<file path="config.mk">
export PLATFORM = sky130hd
export DESIGN_NAME = noise_filter_core
export DESIGN_NICKNAME = d
export VERILOG_FILES = /design/src/rtl/noise_filter_pkg.sv /design/src/rtl/noise_filter_lane.sv /design/src/rtl/noise_filter_core.sv
export SDC_FILE = /design/constraint.sdc
export NUM_CORES = 1
export LEC_CHECK = 0
export CORE_ASPECT_RATIO = 1.4
export CORE_MARGIN = 4
export CORE_UTILIZATION = 30
export CTS_CLUSTER_DIAMETER = 50
export DETAILED_ROUTE_END_ITERATION = 12
export SETUP_SLACK_MARGIN = 0.5
export SLEW_MARGIN = 5
export SYNTH_ARGS = -nofsm -noshare
export SYNTH_HDL_FRONTEND = slang
export SYNTH_HIERARCHICAL = 1
export SYNTH_SLANG_ARGS = --single-unit
</file>
<file path="constraint.sdc">
create_clock -name clk -period 7.2 [get_ports clk]
set_input_delay 1.08 -clock clk [delete_from_list [all_inputs] [get_ports clk]]
set_output_delay 1.08 -clock clk [all_outputs]
set_load 0.05 [all_outputs]
</file>
<file path="src/rtl/noise_filter_pkg.sv">
// Shared types and constants for the noise filter core and its per-channel lanes.
package noise_filter_pkg;

    typedef enum logic [1:0] {
        MODE_PASS  = 2'd0,
        MODE_GAUSS = 2'd1,
        MODE_EDGE  = 2'd2,
        MODE_RSVD  = 2'd3
    } mode_e;

    localparam int KERNEL_SIZE = 9;
    localparam int GAUSS_ROUND = 8;
    localparam int GAUSS_SHIFT = 4;

endpackage

</file>
<file path="src/rtl/noise_filter_lane.sv">
// Single-channel 3x3 filter arithmetic: S1 partial sums, S2 sums/magnitude,
// S3 normalise and saturate. All stages shift only when en is high.
module noise_filter_lane
    import noise_filter_pkg::*;
#(
    parameter int PIX_W = 8
) (
    input  logic                         clk,
    input  logic                         rst,
    input  logic                         en,
    input  logic [KERNEL_SIZE*PIX_W-1:0] win,
    input  mode_e                        s2_mode,
    output logic [PIX_W-1:0]             pix,
    output logic                         sat
);

    localparam int GW      = PIX_W + 4;
    localparam int EW      = PIX_W + 3;
    localparam int PIX_MAX = (1 << PIX_W) - 1;

    logic [GW-1:0] g_in [KERNEL_SIZE];
    logic [EW-1:0] e_in [KERNEL_SIZE];

    logic [GW-1:0]    s1_g_r0, s1_g_r1, s1_g_r2;
    logic [EW-1:0]    s1_gx_pos, s1_gx_neg, s1_gy_pos, s1_gy_neg;
    logic [PIX_W-1:0] s1_centre;

    logic [GW-1:0]        s2_gsum;
    logic [EW-1:0]        s2_mag;
    logic [PIX_W-1:0]     s2_centre;
    logic signed [EW-1:0] gx, gy;
    logic [EW-1:0]        ax, ay;

    logic [PIX_W-1:0] s3_pix_next;
    logic             s3_sat_next;

    always_comb begin
        for (int k = 0; k < KERNEL_SIZE; k++) begin
            g_in[k] = GW'(win[k*PIX_W +: PIX_W]);
            e_in[k] = EW'(win[k*PIX_W +: PIX_W]);
        end
    end

    always_ff @(posedge clk) begin
        if (rst) begin
            s1_g_r0   <= '0;
            s1_g_r1   <= '0;
            s1_g_r2   <= '0;
            s1_gx_pos <= '0;
            s1_gx_neg <= '0;
            s1_gy_pos <= '0;
            s1_gy_neg <= '0;
            s1_centre <= '0;
        end else if (en) begin
            s1_g_r0   <= g_in[0] + (g_in[1] << 1) + g_in[2];
            s1_g_r1   <= (g_in[3] << 1) + (g_in[4] << 2) + (g_in[5] << 1);
            s1_g_r2   <= g_in[6] + (g_in[7] << 1) + g_in[8];
            s1_gx_pos <= e_in[2] + (e_in[5] << 1) + e_in[8];
            s1_gx_neg <= e_in[0] + (e_in[3] << 1) + e_in[6];
            s1_gy_pos <= e_in[6] + (e_in[7] << 1) + e_in[8];
            s1_gy_neg <= e_in[0] + (e_in[1] << 1) + e_in[2];
            s1_centre <= win[4*PIX_W +: PIX_W];
        end
    end

    // Partial sums are at most 4*(2^PIX_W-1), so the differences fit signed EW bits.
    always_comb begin
        gx = signed'(s1_gx_pos - s1_gx_neg);
        gy = signed'(s1_gy_pos - s1_gy_neg);
        ax = gx[EW-1] ? EW'(-gx) : EW'(gx);
        ay = gy[EW-1] ? EW'(-gy) : EW'(gy);
    end

    always_ff @(posedge clk) begin
        if (rst) begin
            s2_gsum   <= '0;
            s2_mag    <= '0;
            s2_centre <= '0;
        end else if (en) begin
            s2_gsum   <= s1_g_r0 + s1_g_r1 + s1_g_r2;
            s2_mag    <= ax + ay;
            s2_centre <= s1_centre;
        end
    end

    always_comb begin
        s3_pix_next = s2_centre;
        s3_sat_next = 1'b0;
        case (s2_mode)
            MODE_GAUSS: s3_pix_next = PIX_W'((s2_gsum + GW'(GAUSS_ROUND)) >> GAUSS_SHIFT);
            MODE_EDGE: begin
                s3_sat_next = (s2_mag > EW'(PIX_MAX));
                s3_pix_next = s3_sat_next ? '1 : PIX_W'(s2_mag);
            end
            default: s3_pix_next = s2_centre;
        endcase
    end

    always_ff @(posedge clk) begin
        if (rst) begin
            pix <= '0;
            sat <= 1'b0;
        end else if (en) begin
            pix <= s3_pix_next;
            sat <= s3_sat_next;
        end
    end

endmodule

</file>
<file path="src/rtl/noise_filter_core.sv">
// Multi-channel 3x3 noise filter: valid/mode pipeline, per-channel lanes and optional
// output statistics enabled by the NOISE_FILTER_STATS_EN macro.
module noise_filter_core
    import noise_filter_pkg::*;
#(
    parameter int NUM_CH = 3,
    parameter int PIX_W  = 8
) (
    input  logic                                  clk,
    input  logic                                  rst,
    input  logic                                  in_valid,
    output logic                                  in_ready,
    input  logic [NUM_CH*KERNEL_SIZE*PIX_W-1:0]   win_data,
    input  logic [1:0]                            mode,
    output logic                                  out_valid,
    input  logic                                  out_ready,
    output logic [NUM_CH*PIX_W-1:0]               pixel_data,
    output logic [31:0]                           stat_pix_count,
    output logic [31:0]                           stat_sat_count
);

    logic        advance;
    logic        valid_s1, valid_s2, valid_s3;
    mode_e       mode_s1, mode_s2, mode_s3;
    logic [NUM_CH-1:0] sat_vec;

    // The whole pipeline freezes as one unit whenever the output is held.
    assign advance   = !out_valid || out_ready;
    assign in_ready  = advance;
    assign out_valid = valid_s3;

    always_ff @(posedge clk) begin
        if (rst) begin
            valid_s1 <= 1'b0;
            valid_s2 <= 1'b0;
            valid_s3 <= 1'b0;
            mode_s1  <= MODE_PASS;
            mode_s2  <= MODE_PASS;
            mode_s3  <= MODE_PASS;
        end else if (advance) begin
            valid_s1 <= in_valid;
            valid_s2 <= valid_s1;
            valid_s3 <= valid_s2;
            mode_s1  <= mode_e'(mode);
            mode_s2  <= mode_s1;
            mode_s3  <= mode_s2;
        end
    end

    for (genvar c = 0; c < NUM_CH; c++) begin : g_lane
        noise_filter_lane #(.PIX_W(PIX_W)) u_lane (
            .clk     (clk),
            .rst     (rst),
            .en      (advance),
            .win     (win_data[c*KERNEL_SIZE*PIX_W +: KERNEL_SIZE*PIX_W]),
            .s2_mode (mode_s2),
            .pix     (pixel_data[(NUM_CH-1-c)*PIX_W +: PIX_W]),
            .sat     (sat_vec[c])
        );
    end

`ifdef NOISE_FILTER_STATS_EN
    logic [31:0] pix_cnt, sat_cnt;

    always_ff @(posedge clk) begin
        if (rst) begin
            pix_cnt <= '0;
            sat_cnt <= '0;
        end else if (out_valid && out_ready) begin
            pix_cnt <= pix_cnt + 32'd1;
            if (mode_s3 == MODE_EDGE && |sat_vec) begin
                sat_cnt <= sat_cnt + 32'd1;
            end
        end
    end

    assign stat_pix_count = pix_cnt;
    assign stat_sat_count = sat_cnt;
`else
    logic unused_stats;
    assign unused_stats   = ^{sat_vec, mode_s3};
    assign stat_pix_count = '0;
    assign stat_sat_count = '0;
`endif

endmodule

</file>
### After elaboration in Yosys (flattened, before gate mapping)

Index checks and enable logic that the tools add are counted.
W data, S select, Z words.

| storage, ports and cells | value |
|---|---|
| RAM bits | 0 |
| output and inout bits | 90 |
| flip-flop bits (word level) | 388 |
| memories | 0 |
| latch bits | 0 |
| memory bits (read-only) | 0 |

| operators by class | value |
|---|---|
| $lt $le $gt $ge | 3 |
| equal/unequal tests | 2 |
| bitwise logic cells | 0 |
| muxes and demuxes | 12 |
| shifts and indexed selects | 0 |
| $add $sub $neg | 66 |
| div/mod/pow operators | 0 |
| multipliers | 0 |
| reduce and logical (&&, ||, !) cells | 2 |

Operators with widths:

| kind | number |
|---|---|
| $add A8 B9 Y10 | 18 |
| $add A11 B8 Y11 | 12 |
| $add A12 B12 Y12 | 6 |
| $add A12 B8 Y12 | 6 |
| $mux W11 | 6 |
| $neg A11 Y11 | 6 |
| $sub A11 B11 Y11 | 6 |
| $pmux W8 S2 | 3 |
| $add A12 B4 Y12 const B | 3 |
| $add A12 B9 Y12 | 3 |
| $add A11 B11 Y11 | 3 |
| $add A9 B10 Y11 | 3 |
| $gt A11 B8 Y1 const B | 3 |
| $mux W8 | 3 |
| $eq A2 B1 Y1 const B | 1 |
| $eq A2 B2 Y1 const B | 1 |
| $logic_not A1 Y1 | 1 |
| $logic_or A1 B1 Y1 | 1 |

### Longest topological paths before layout

Gate-level depths: netlist of the first run.

| logic depth | value |
|---|---|
| depth in word-level cells | 4 |
| depth in mapped cells | 24 |

### Cells and area by module

Netlist of the first run, hierarchy kept.

By module, submodules not included:

| module | instances | seq. area each (µm²) | cells each | area each (µm²) |
|---|---|---|---|---|
| noise_filter_lane at g_lane[1].u_lane | 1 | 1901.8 | 908 | 7985.2 |
| noise_filter_lane at g_lane[0].u_lane | 1 | 1901.8 | 895 | 7907.6 |
| noise_filter_lane at g_lane[2].u_lane | 1 | 1901.8 | 885 | 7852.5 |
| noise_filter_core | 1 | 140.1 | 92 | 780.7 |

### Least setup slack after synthesis of the first run

Ideal clock, no wire load.

| timing path | value |
|---|---|
| kind | reg-to-reg |
| start | reg g_lane[2].u_lane.s1_gx_pos[0] |
| end | reg g_lane[2].u_lane.s2_mag[10] |
| setup time | 0.079 ns |
| setup slack | 2.816 ns |
| arrival | 4.305 ns |
| buffers on the path | 1 |
| stages on the path, launching flop included | 24 |
| clock period less this slack | 4.384 ns |
| required time | 7.121 ns |
| cell sequence | dfxtp_1 > inv_1 > ha_1 > inv_1 > fa_1 > a21o_1 > a211o_1 > a21oi_1 > o21bai_1 > a21oi_1 > o21a_1 > clkbuf_1 > a21o_1 > inv_1 > fa_1 > nor2b_1 > o21ai_0 > a21boi_0 > o21ai_0 > a211oi_1 > a31oi_1 > xnor2_1 > xnor2_1 > a211oi_2 |

| between the ends | value |
|---|---|
| cells in the longest elaborated chain, start to end | 4 |

Ends and longest elaborated chain:

| item | line | RTL |
|---|---|---|
| start: declaration | noise_filter_lane.sv:25 | `logic [EW-1:0] s1_gx_pos, s1_gx_neg, s1_gy_pos, s1_gy_neg;` |
| start signal: assignment | noise_filter_lane.sv:58 | `s1_gx_pos <= e_in[2] + (e_in[5] << 1) + e_in[8];` |
| $sub A11 B11 Y11 * | noise_filter_lane.sv:68 | `gx = signed'(s1_gx_pos - s1_gx_neg);` |
| $neg A11 Y11 | noise_filter_lane.sv:70 | `ax = gx[EW-1] ? EW'(-gx) : EW'(gx);` |
| $mux W11 * | noise_filter_lane.sv:70 |  |
| $add A11 B11 Y11 * | noise_filter_lane.sv:81 | `s2_mag <= ax + ay;` |
| end signal: assignment | noise_filter_lane.sv:81 |  |
| end: declaration | noise_filter_lane.sv:29 | `logic [EW-1:0] s2_mag;` |

Every way passes the cells marked *; elsewhere a longest branch is shown, timed or not.
A chain may end at the register's enable or synchronous reset.

### Worst setup path in the final report of the first run

| timing path | value |
|---|---|
| start | reg g_lane[1].u_lane.s1_gx_pos[0] |
| end | reg g_lane[1].u_lane.s2_mag[9] |

| between the ends | value |
|---|---|
| cells in the longest elaborated chain, start to end | 4 |

Ends and longest elaborated chain:

| item | line |
|---|---|
| start: declaration | noise_filter_lane.sv:25 |
| start signal: assignment | noise_filter_lane.sv:58 |
| $sub A11 B11 Y11 * | noise_filter_lane.sv:68 |
| $neg A11 Y11 | noise_filter_lane.sv:70 |
| $mux W11 * | noise_filter_lane.sv:70 |
| $add A11 B11 Y11 * | noise_filter_lane.sv:81 |
| end signal: assignment | noise_filter_lane.sv:81 |
| end: declaration | noise_filter_lane.sv:29 |

Marked as above.

==> results.py, run 1 <==
metrics = {
    "worst_setup_path": {
        "start_kind": "flip-flop",
        "cp_top_family": "compound AO/OA/AOI/OAI gates",
        "crit_path_end_kind": "flip-flop",
        "cp_common_cell": "a21oi_1",
        "worst-setup-path-type": "reg -> reg",
        "path_buf_inv": 2,
        "path_cells": "inv_1 > ha_1 > inv_1 > fa_1 > a21oi_1 > o2111ai_1 > a21o_1 > a21oi_1 > o21ai_0 > mux2_2 > ha_1 > a21o_1 > a21oi_1 > o21bai_1 > a21oi_1 > o21bai_1 > a211oi_1 > nor4_1 > or4_1",
        "required_ps": 7620,
        "critPathArrivalTime_ps": 5320,
        "crit_path_top_delay_cell": "o21ai_0",
        "cp_max_fo": 11,
        "max_stage_delay_ps": 810,
    },
    "finish": {
        "nets": 3614,
        "antenna_cells": 0,
        "layout-drive-gt1-share_pct": 3.770,
        "stdcell_area_sq_um": 29020,
        "area_growth_pct": 18.82,
        "fin_cells": 4059,
    },
    "die": {
        "dieArea_sq_um": 86110,
        "die_w_um": 249.2,
        "start_util_pct": 30.35,
        "io_pins": 312,
        "rows": 123,
        "core_area_sq_um": 80490,
        "die_y_um": 345.6,
    },
    "clock_tree": {
        "postCtsSetupBuffers": 0,
        "cts_resized": 0,
        "cts_hold_buffers": 0,
        "path_clk_slew_ps": 60,
        "root_buffer": "clkbuf_16",
        "clk-insertion-delay-late_ps": 560,
        "numCtsBuffers": 39,
        "cts_tree": "yes",
        "clock-sinks": 289,
        "htreeDepth": 2,
        "cts_buffer_depth": 3,
    },
    "global_route": {
        "gr-usage-all-layers_pct": 15.08,
        "grt_pass1_vias": 19710,
        "gr-total-overflow": 0,
        "grt_antenna_before_repair": 0,
        "grt_pass1_wl_um": 104600,
        "grt_max_degree": 134,
    },
    "routing": {
        "drcViolationCount": 0,
        "drt-vias-per-instance": 4.745,
        "first_pass_iters": 6,
        "drtAntennaViolNets": 0,
        "drt_wl_total_um": 66340,
        "routedWlPerCell_um": 16.34,
        "num_vias": 19260,
        "first_iter_violations": 703,
    },
    "sta": {
        "holdWs_ps": 451.9,
        "period_needed_ps": 4895,
        "maxSlewViolCount": 0,
        "setup_violations": 0,
        "max_slew_margin_pct": 32.79,
        "hold_viol": 0,
        "timing.final.crit_share_pct": 67.98,
        "rsz0062_at_grt": "false",
        "worst_pin_slew_ps": 997.6,
        "tns_ps": 0,
        "clock_skew_ps": 25.88,
        "clock.fmax_mhz": 204.3,
    },
    "place": {
        "hpwl_um": 53800,
        "dpl_cell_area_sq_um": 27700,
        "port_buffers": 247,
        "gp_congestion": 0.8364,
        "placed_cells": 3987,
    },
    "worst_hold_path": {
        "hold_path_class": "reg -> reg",
    },
    "synth": {
        "syn_inst": 2768,
        "yosysWarnings": 6,
        "netlist_area_sq_um": 24420,
        "synth_area_per_cell_sq_um": 8.824,
    },
    "status": {
        "status": "complete, no violations",
    },
    "power_and_ir_drop": {
        "cellLeakagePower_nw": 13.24,
        "peakVddDrop_mv": 0.3096,
        "finalPower_w": 0.01200,
        "power.density_nw_per_um2": 413.3,
    },
    "run": {
        "max-cap-violations": 0,
    },
}
state kept, by name, indices dropped and copies added (netlist names):
register and count:
g_lane.u_lane/s2_gsum 27, mode_s2 2, mode_s1 2, g_lane.u_lane/s2_centre 24, g_lane.u_lane/s1_gy_pos 30, out_valid 1, g_lane.u_lane/pix 24, g_lane.u_lane/s1_centre 24
g_lane.u_lane/s2_mag 33, g_lane.u_lane/s1_gx_pos 30, valid_s2 1, valid_s1 1, g_lane.u_lane/s1_gx_neg 30, g_lane.u_lane/s1_g_r1 30, g_lane.u_lane/s1_gy_neg 30
stage by stage:
step	setup slack [ps]	utilization (%)
after global routing	1787	36.06
after detailed placement	2305	34.42
after floorplan	2816	-
after global placement	2369	34.42
final	2305	36.06
after CTS	2294	36.06
worst reg2reg max path, delay by kind of cell, from the launching register on:
kind | cells | cell delay [ps]
DFF | 1 | 330
buffers and inverters | 2 | 110
muxes | 1 | 440
and+or+nand+nor | 2 | 600
AOI/OAI and AO/OA | 11 | 2560
adders and majority gates | 3 | 720
placed cells by master, fill, tap and decap left out, types with 6 or more instances in the layout:
cell type / count
o22ai_1: 26
nor2b_1: 52
nand2_1: 99
o31ai_1: 6
nand4_1: 7
fa_1: 156
a21o_1: 53
xor2_1: 68
or3_1: 12
nand3b_1: 18
and3_1: 12
nand3_1: 52
inv_1: 221
o21ai_0: 89
a211oi_1: 39
a31oi_1: 7
clkdlybuf4s50_1: 246
nor3b_1: 7
nor2_1: 347
nor4_1: 7
o2111ai_1: 12
nor3_1: 47
o211ai_1: 6
conb_1: 64
or2_2: 7
clkbuf_16: 40
o21bai_1: 32
ha_1: 270
a21oi_1: 225
mux2i_1: 147
clkbuf_1: 6
nand2b_1: 35
mux2_2: 6
xnor2_1: 144
o21a_1: 23
buf_4: 9
dfxtp_1: 289
final cells by class:
class / count / area [sq um]
Sequential cell: 289 / 5786
Multi-Input combinational cell: 2155 / 17170
Inverter: 224 / 853.3
Clock buffer: 51 / 1092
Tap cell: 1062 / 1329
Clock inverter: 21 / 225.2
Timing Repair Buffer: 257 / 2565
Fill cell: 8254 / 51470
final timing paths:
kind	start	endpoint	slack, ps	cells past startpoint
hold reg to reg	valid_s2$_SDFFE_PP0P_	out_valid$_SDFFE_PP0P_	450	2
setup / recovery	g_lane[1].u_lane/s1_gx_pos[0]$_SDFFE_PP0P_	g_lane[1].u_lane/s2_mag[9]$_SDFFE_PP0P_	2310	19
setup reg to reg	g_lane[1].u_lane/s1_gx_pos[0]$_SDFFE_PP0P_	g_lane[1].u_lane/s2_mag[9]$_SDFFE_PP0P_	2310	19
hold / removal	valid_s2$_SDFFE_PP0P_	out_valid$_SDFFE_PP0P_	450	2
power breakdown:
group          internal [W]  switching [W]
clock               0.00116       0.000784
sequential          0.00197       0.000259
combinational       0.00351        0.00431
total               0.00664        0.00536
per-layer routing:
metal	global-route usage, %	wire (um)	vias up
met5	0	0	-
met4	6.367	3056	0
met3	1.978	2240	112
met2	29.61	35560	375
met1	15.97	25480	9013
li1	-	-	9759
(Power assumes the default switching activity.)
==> run 2, diff against run 1 <==
==> constraint.sdc (replaced) <==
create_clock -name clk -period 4.6 [get_ports clk]
set_input_delay 0.69 -clock clk [delete_from_list [all_inputs] [get_ports clk]]
set_output_delay 0.69 -clock clk [all_outputs]
set_load 0.05 [all_outputs]
==> run 2 against run 1 <==
Compared with the run above: core utilization increased by 1.2 points; clock skew decreased by 12 ps; wire length increased by 2.6%; fmax increased by 20%; global-route usage increased by 0.29 points; first-iteration DRC count increased by 17%; die area unchanged; via count increased by 1.6%; setup slack got worse by 1800 ps.
==> results.py, run 2 (synthesis results as in run 1) <==
metrics = {
    "global_route": {
        "grt_antenna_before_repair": 1,
        "gr-usage-all-layers_pct": 15.37,
        "grt_pass1_vias": 20020,
        "grt_max_degree": 136,
        "grt_pass1_wl_um": 106800,
        "gr-total-overflow": 0,
    },
    "worst_setup_path": {
        "cp_common_cell": "nor2_1",
        "required_ps": 5040,
        "path_buf_inv": 1,
        "crit_path_end_kind": "flip-flop",
        "worst-setup-path-type": "reg -> reg",
        "cp_max_fo": 3,
        "max_stage_delay_ps": 490,
        "crit_path_top_delay_cell": "or4_4",
        "start_kind": "flip-flop",
        "critPathArrivalTime_ps": 4510,
        "path_cells": "inv_1 > ha_1 > and2b_1 > o2111a_1 > or3_4 > and2_1 > nor3b_2 > nor2_1 > xor2_1 > ha_2 > nor2_1 > nor2_2 > a31o_2 > a21oi_2 > or4_4 > a21o_1 > a311oi_2",
        "cp_top_family": "simple AND/OR/NAND/NOR gates",
    },
    "finish": {
        "finish.utilization_pct": 37.28,
        "area_growth_pct": 22.86,
        "largest_register_ff_count": 33,
        "antenna_cells": 0,
        "mostFrequentLayoutCells": "342 x nor2_1, 277 x dfxtp_1, 259 x ha_1",
        "nets": 3677,
        "final_common_cell": "nor2_1",
        "layout-drive-gt1-share_pct": 8.901,
        "regMostFlops": "g_lane.u_lane/s2_mag",
    },
    "worst_hold_path": {
        "hold_path_class": "reg -> reg",
    },
    "routing": {
        "first_iter_violations": 822,
        "drtAntennaViolNets": 0,
        "num_vias": 19560,
        "drt_wl_total_um": 68030,
        "drcViolationCount": 0,
        "routedWlPerCell_um": 16.52,
        "drt-vias-per-instance": 4.751,
        "first_pass_iters": 5,
    },
    "die": {
        "die_y_um": 345.6,
        "io_pins": 312,
        "start_util_pct": 30.35,
        "die_w_um": 249.2,
        "rows": 123,
        "core_area_sq_um": 80490,
        "dieArea_sq_um": 86110,
    },
    "power_and_ir_drop": {
        "power.density_nw_per_um2": 710.6,
        "p_seq_share_pct": 16.4,
        "finalPower_w": 0.02132,
        "p_comb_share_pct": 69.1,
        "p_int_w": 0.01202,
        "switching_share_pct": 43.63,
        "cellLeakagePower_nw": 13.65,
        "peakVddDrop_mv": 0.5820,
        "power.switching_w": 0.009305,
        "pwr-share-clk_pct": 14.5,
    },
    "clock_tree": {
        "clock-sinks": 289,
        "cts_tree": "yes",
        "numCtsBuffers": 41,
        "root_buffer": "clkbuf_16",
        "path_clk_slew_ps": 60,
        "cts_hold_buffers": 0,
        "cts_buffer_depth": 3,
        "htreeDepth": 2,
        "clk-insertion-delay-late_ps": 540,
    },
    "sta": {
        "clock_skew_ps": 13.83,
        "hold_viol": 0,
        "rsz0062_at_grt": "true",
        "timing.final.crit_share_pct": 88.43,
        "worst_pin_slew_ps": 970.6,
        "clock.fmax_mhz": 245.8,
        "holdWs_ps": 451.7,
        "tns_ps": 0,
        "maxSlewViolCount": 0,
        "setup_violations": 0,
        "max_slew_margin_pct": 35.29,
        "period_needed_ps": 4068,
    },
    "run": {
        "max-cap-violations": 0,
    },
    "place": {
        "gp_congestion": 0.8624,
        "hpwl_um": 54750,
        "port_buffers": 247,
    },
    "status": {
        "status": "complete, no violations",
    },
}
## run 2: layer usage
metal / share of wire (%) / up-vias / track usage [%]
li1: - / 9875 / -
met1: 39 / 9196 / 16.56
met2: 54 / 381 / 29.97
met3: 3.3 / 112 / 1.978
met4: 4.2 / 0 / 6.276
met5: 0 / - / 0
## run 2: power groups by stage
stage / combinational, W / sequential (W) / clock (W)
after global placement: 0.0123 / 0.00354 / 0
after CTS: 0.0137 / 0.00350 / 0.00318
after floorplan: 0.00952 / 0.00345 / 0
after global routing: 0.0163 / 0.00357 / 0.00328
after detailed placement: 0.0124 / 0.00355 / 0
final: 0.0147 / 0.00350 / 0.00309
## run 2: per-stage QoR
stage	std cells	area [sq um]	setup WS [ps]
after floorplan	2831	24690	502.2
after global placement	3994	27790	192.0
after detailed placement	3994	27790	81.22
after CTS	4096	29580	488.7
after global routing	4118	30010	361.3
final	4118	30010	532.2
## run 2: path summary, 6_finish.rpt
kind	slack (ps)	endpoint	start	depth (start not counted)
max	530	g_lane[1].u_lane/s2_mag[10]$_SDFFE_PP0P_	g_lane[1].u_lane/s1_gy_neg[1]$_SDFFE_PP0P_	17
min	450	out_valid$_SDFFE_PP0P_	valid_s2$_SDFFE_PP0P_	2
max reg2reg	530	g_lane[1].u_lane/s2_mag[10]$_SDFFE_PP0P_	g_lane[1].u_lane/s1_gy_neg[1]$_SDFFE_PP0P_	17
min reg2reg	450	out_valid$_SDFFE_PP0P_	valid_s2$_SDFFE_PP0P_	2
## run 2: timing repair
action,4_1_cts,5_1_grt
setup buffers,31,22
endpoints found under the setup margin,9,10
gates resized for setup,50,79
cloned,1,0
pin swaps,38,82
## run 2: final cells by class
cell class	count	area, sq um
Multi-Input combinational cell	2155	17620
Inverter	224	853.3
Timing Repair Buffer	318	3087
Clock inverter	19	224.0
Tap cell	1062	1329
Clock buffer	51	1094
Sequential cell	289	5801
Fill cell	8156	50480
## run 2: worst register-to-register path, stage by stage, from the launching register on
cell      delay [ps]
dfxtp_2          350
inv_1             80
ha_1             280
and2b_1          190
o2111a_1         270
or3_4            390
and2_1           210
nor3b_2          240
nor2_1            90
xor2_1           150
ha_2             340
nor2_1            50
nor2_2           180
a31o_2           200
a21oi_2           60
or4_4            490
a21o_1           180
a311oi_2         210
==> run 3, diff against run 2 <==
--- a/config.mk
+++ b/config.mk
@@ -7,9 +7,10 @@
 export LEC_CHECK = 0
 export CORE_ASPECT_RATIO = 1.4
 export CORE_MARGIN = 4
-export CORE_UTILIZATION = 30
+export CORE_UTILIZATION = 48
 export CTS_CLUSTER_DIAMETER = 50
 export DETAILED_ROUTE_END_ITERATION = 12
+export PLACE_DENSITY = 0.71
 export SETUP_SLACK_MARGIN = 0.5
 export SLEW_MARGIN = 5
 export SYNTH_ARGS = -nofsm -noshare
==> run 3 against run 2 <==
Compared with the run above: sequential power about the same; wire length fell by 1.5%; total power decreased by 3.4%; cell area fell by 2.7%; flip-flop and latch count is the same; highest routed layer unchanged; critical endpoint is now g_lane[2].u_lane/s2_mag[10]$_SDFFE_PP0P_; clock power down 8.1%; via count increased by 2.2%; first-iteration DRC count rose by 11%; count of clock-buffer cells in the layout decreased by 6; combinational power is 3% lower.
==> results.py, run 3 (synthesis results as in run 1) <==
metrics = {
    "status": {
        "status": "complete, no violations",
    },
    "die": {
        "dieArea_sq_um": 54610,
        "die_y_um": 274.9,
        "io_pins": 312,
        "start_util_pct": 48.61,
        "rows": 97,
        "core_area_sq_um": 50250,
        "die_w_um": 198.6,
    },
    "routing": {
        "first_pass_iters": 5,
        "drtAntennaViolNets": 0,
        "routedWlPerCell_um": 18.23,
        "first_iter_violations": 912,
        "drt-vias-per-instance": 5.439,
        "drt_wl_total_um": 67040,
        "drcViolationCount": 0,
        "num_vias": 20000,
    },
    "clock_tree": {
        "clk-insertion-delay-late_ps": 530,
        "cts_buffer_depth": 3,
        "htreeDepth": 2,
        "cts_tree": "yes",
        "clock-sinks": 289,
        "path_clk_slew_ps": 60,
        "root_buffer": "clkbuf_16",
        "numCtsBuffers": 36,
    },
    "sta": {
        "clock_skew_ps": 16.98,
        "worst_pin_slew_ps": 805.6,
        "clock.fmax_mhz": 243.4,
        "setup_violations": 0,
        "timing.final.crit_share_pct": 89.33,
        "rsz0062_at_grt": "true",
        "max_slew_margin_pct": 46.30,
        "tns_ps": 0,
        "maxSlewViolCount": 0,
        "hold_viol": 0,
        "period_needed_ps": 4109,
    },
    "power_and_ir_drop": {
        "peakVddDrop_mv": 0.4794,
        "cellLeakagePower_nw": 13.53,
        "power.density_nw_per_um2": 705.5,
    },
    "worst_setup_path": {
        "crit_path_end_kind": "flip-flop",
        "cp_top_family": "compound AO/OA/AOI/OAI gates",
        "worst-setup-path-type": "reg -> reg",
        "crit_path_top_delay_cell": "fa_2",
        "path_buf_inv": 2,
        "cp_max_fo": 4,
        "start_kind": "flip-flop",
        "required_ps": 4970,
        "reg2reg_slack_ps": 490,
        "critPathArrivalTime_ps": 4470,
        "max_stage_delay_ps": 360,
        "path_cells": "inv_2 > ha_4 > inv_2 > fa_2 > a21o_1 > a211o_1 > a21oi_2 > o21bai_1 > a21oi_2 > o21a_2 > nor2b_4 > xnor2_2 > ha_1 > nor2b_1 > o21ai_1 > a21boi_2 > o21ai_2 > a211oi_2 > a31oi_1 > xnor2_1 > xnor2_1 > a211oi_2",
    },
    "run": {
        "max-cap-violations": 0,
    },
    "place": {
        "gp_congestion": 0.9327,
        "hpwl_um": 53800,
        "placed_cells": 3573,
        "port_buffers": 247,
    },
    "finish": {
        "layout-drive-gt1-share_pct": 8.040,
        "area_growth_pct": 19.59,
        "largest_register_ff_count": 33,
        "regMostFlops": "g_lane.u_lane/s2_mag",
        "antenna_cells": 0,
        "nets": 3656,
        "fin_cells": 3678,
        "mostFrequentLayoutCells": "345 x nor2_1, 282 x dfxtp_1, 259 x ha_1",
        "final_common_cell": "nor2_1",
    },
    "global_route": {
        "gr-total-overflow": 0,
        "grt_pass1_wl_um": 106100,
        "grt_pass1_vias": 20790,
        "grt_antenna_before_repair": 0,
        "gr-usage-all-layers_pct": 23.95,
        "grt_max_degree": 120,
    },
    "worst_hold_path": {
        "hold_path_class": "reg -> reg",
    },
}
-- run 3: cell types whose count changed in the layout (fill, tap and decap cells not counted), sizes merged --
| cell | change |
|---|---|
| buf | -16 |
| bufinv | -1 |
| clkbuf | -6 |
| clkinv | +7 |
| clkinvlp | -2 |
| inv | -3 |
-- run 3: tightest hold or removal path: stages, from the launching register on --
cell,delay (ps)
dfxtp_1,310
inv_1,50
a21oi_1,50
-- run 3: where the power goes --
group / leakage [nW] / switching [W] / internal [W]
logic: 10.5 / 0.00759 / 0.00668
registers: 2.40 / 0.000422 / 0.00308
clock network: 0.593 / 0.00115 / 0.00169
-- run 3: worst paths after layout --
check	from	endpoint	cells past startpoint
setup / recovery	g_lane[2].u_lane/s1_gx_pos[0]$_SDFFE_PP0P_	g_lane[2].u_lane/s2_mag[10]$_SDFFE_PP0P_	22
hold / removal	valid_s2$_SDFFE_PP0P_	out_valid$_SDFFE_PP0P_	2
setup reg to reg	g_lane[2].u_lane/s1_gx_pos[0]$_SDFFE_PP0P_	g_lane[2].u_lane/s2_mag[10]$_SDFFE_PP0P_	22
hold reg to reg	valid_s2$_SDFFE_PP0P_	out_valid$_SDFFE_PP0P_	2
-- run 3: routing by layer --
layer  wire length [um]  up-vias  global-route usage [%]  share of wire, %
li1                   -     9825                       -                 -
met1              25050     9485                   26.15                37
met2              35790      511                   45.64                53
met3               2412      182                   2.328               3.6
met4               3782        0                   11.79               5.6
met5                  0        -                       0                 0
-- run 3: cell type report --
type	count	area [sq um]
Clock buffer	45	1006
Clock inverter	20	205.2
Fill cell	4431	21040
Inverter	224	853.3
Multi-Input combinational cell	2155	17610
Sequential cell	289	5794
Tap cell	643	804.5
Timing Repair Buffer	302	2933
-- run 3: through the flow --
step,area [sq um],setup WS (ps),power (W),hold WS [ps],utilization (%)
2_1_floorplan,24690,502.2,0.01297,419.4,-
3_3_place_gp,27260,294.8,0.01571,431.7,54.26
3_5_place_dp,27260,217.1,0.01593,439.9,54.26
4_1_cts,28850,473.1,0.01971,448.8,57.41
5_1_grt,29210,211.4,0.02231,481.0,58.14
6_report,29210,491.0,0.02061,442.2,58.14
-- run 3: timing repair --
action                     4_1_cts  5_1_grt
setup endpoints to repair        9       10
pin swaps                       42       64
resized for setup               46       60
hold buffers                     0        0
buffers inserted                22       17
gates cloned                     1        0
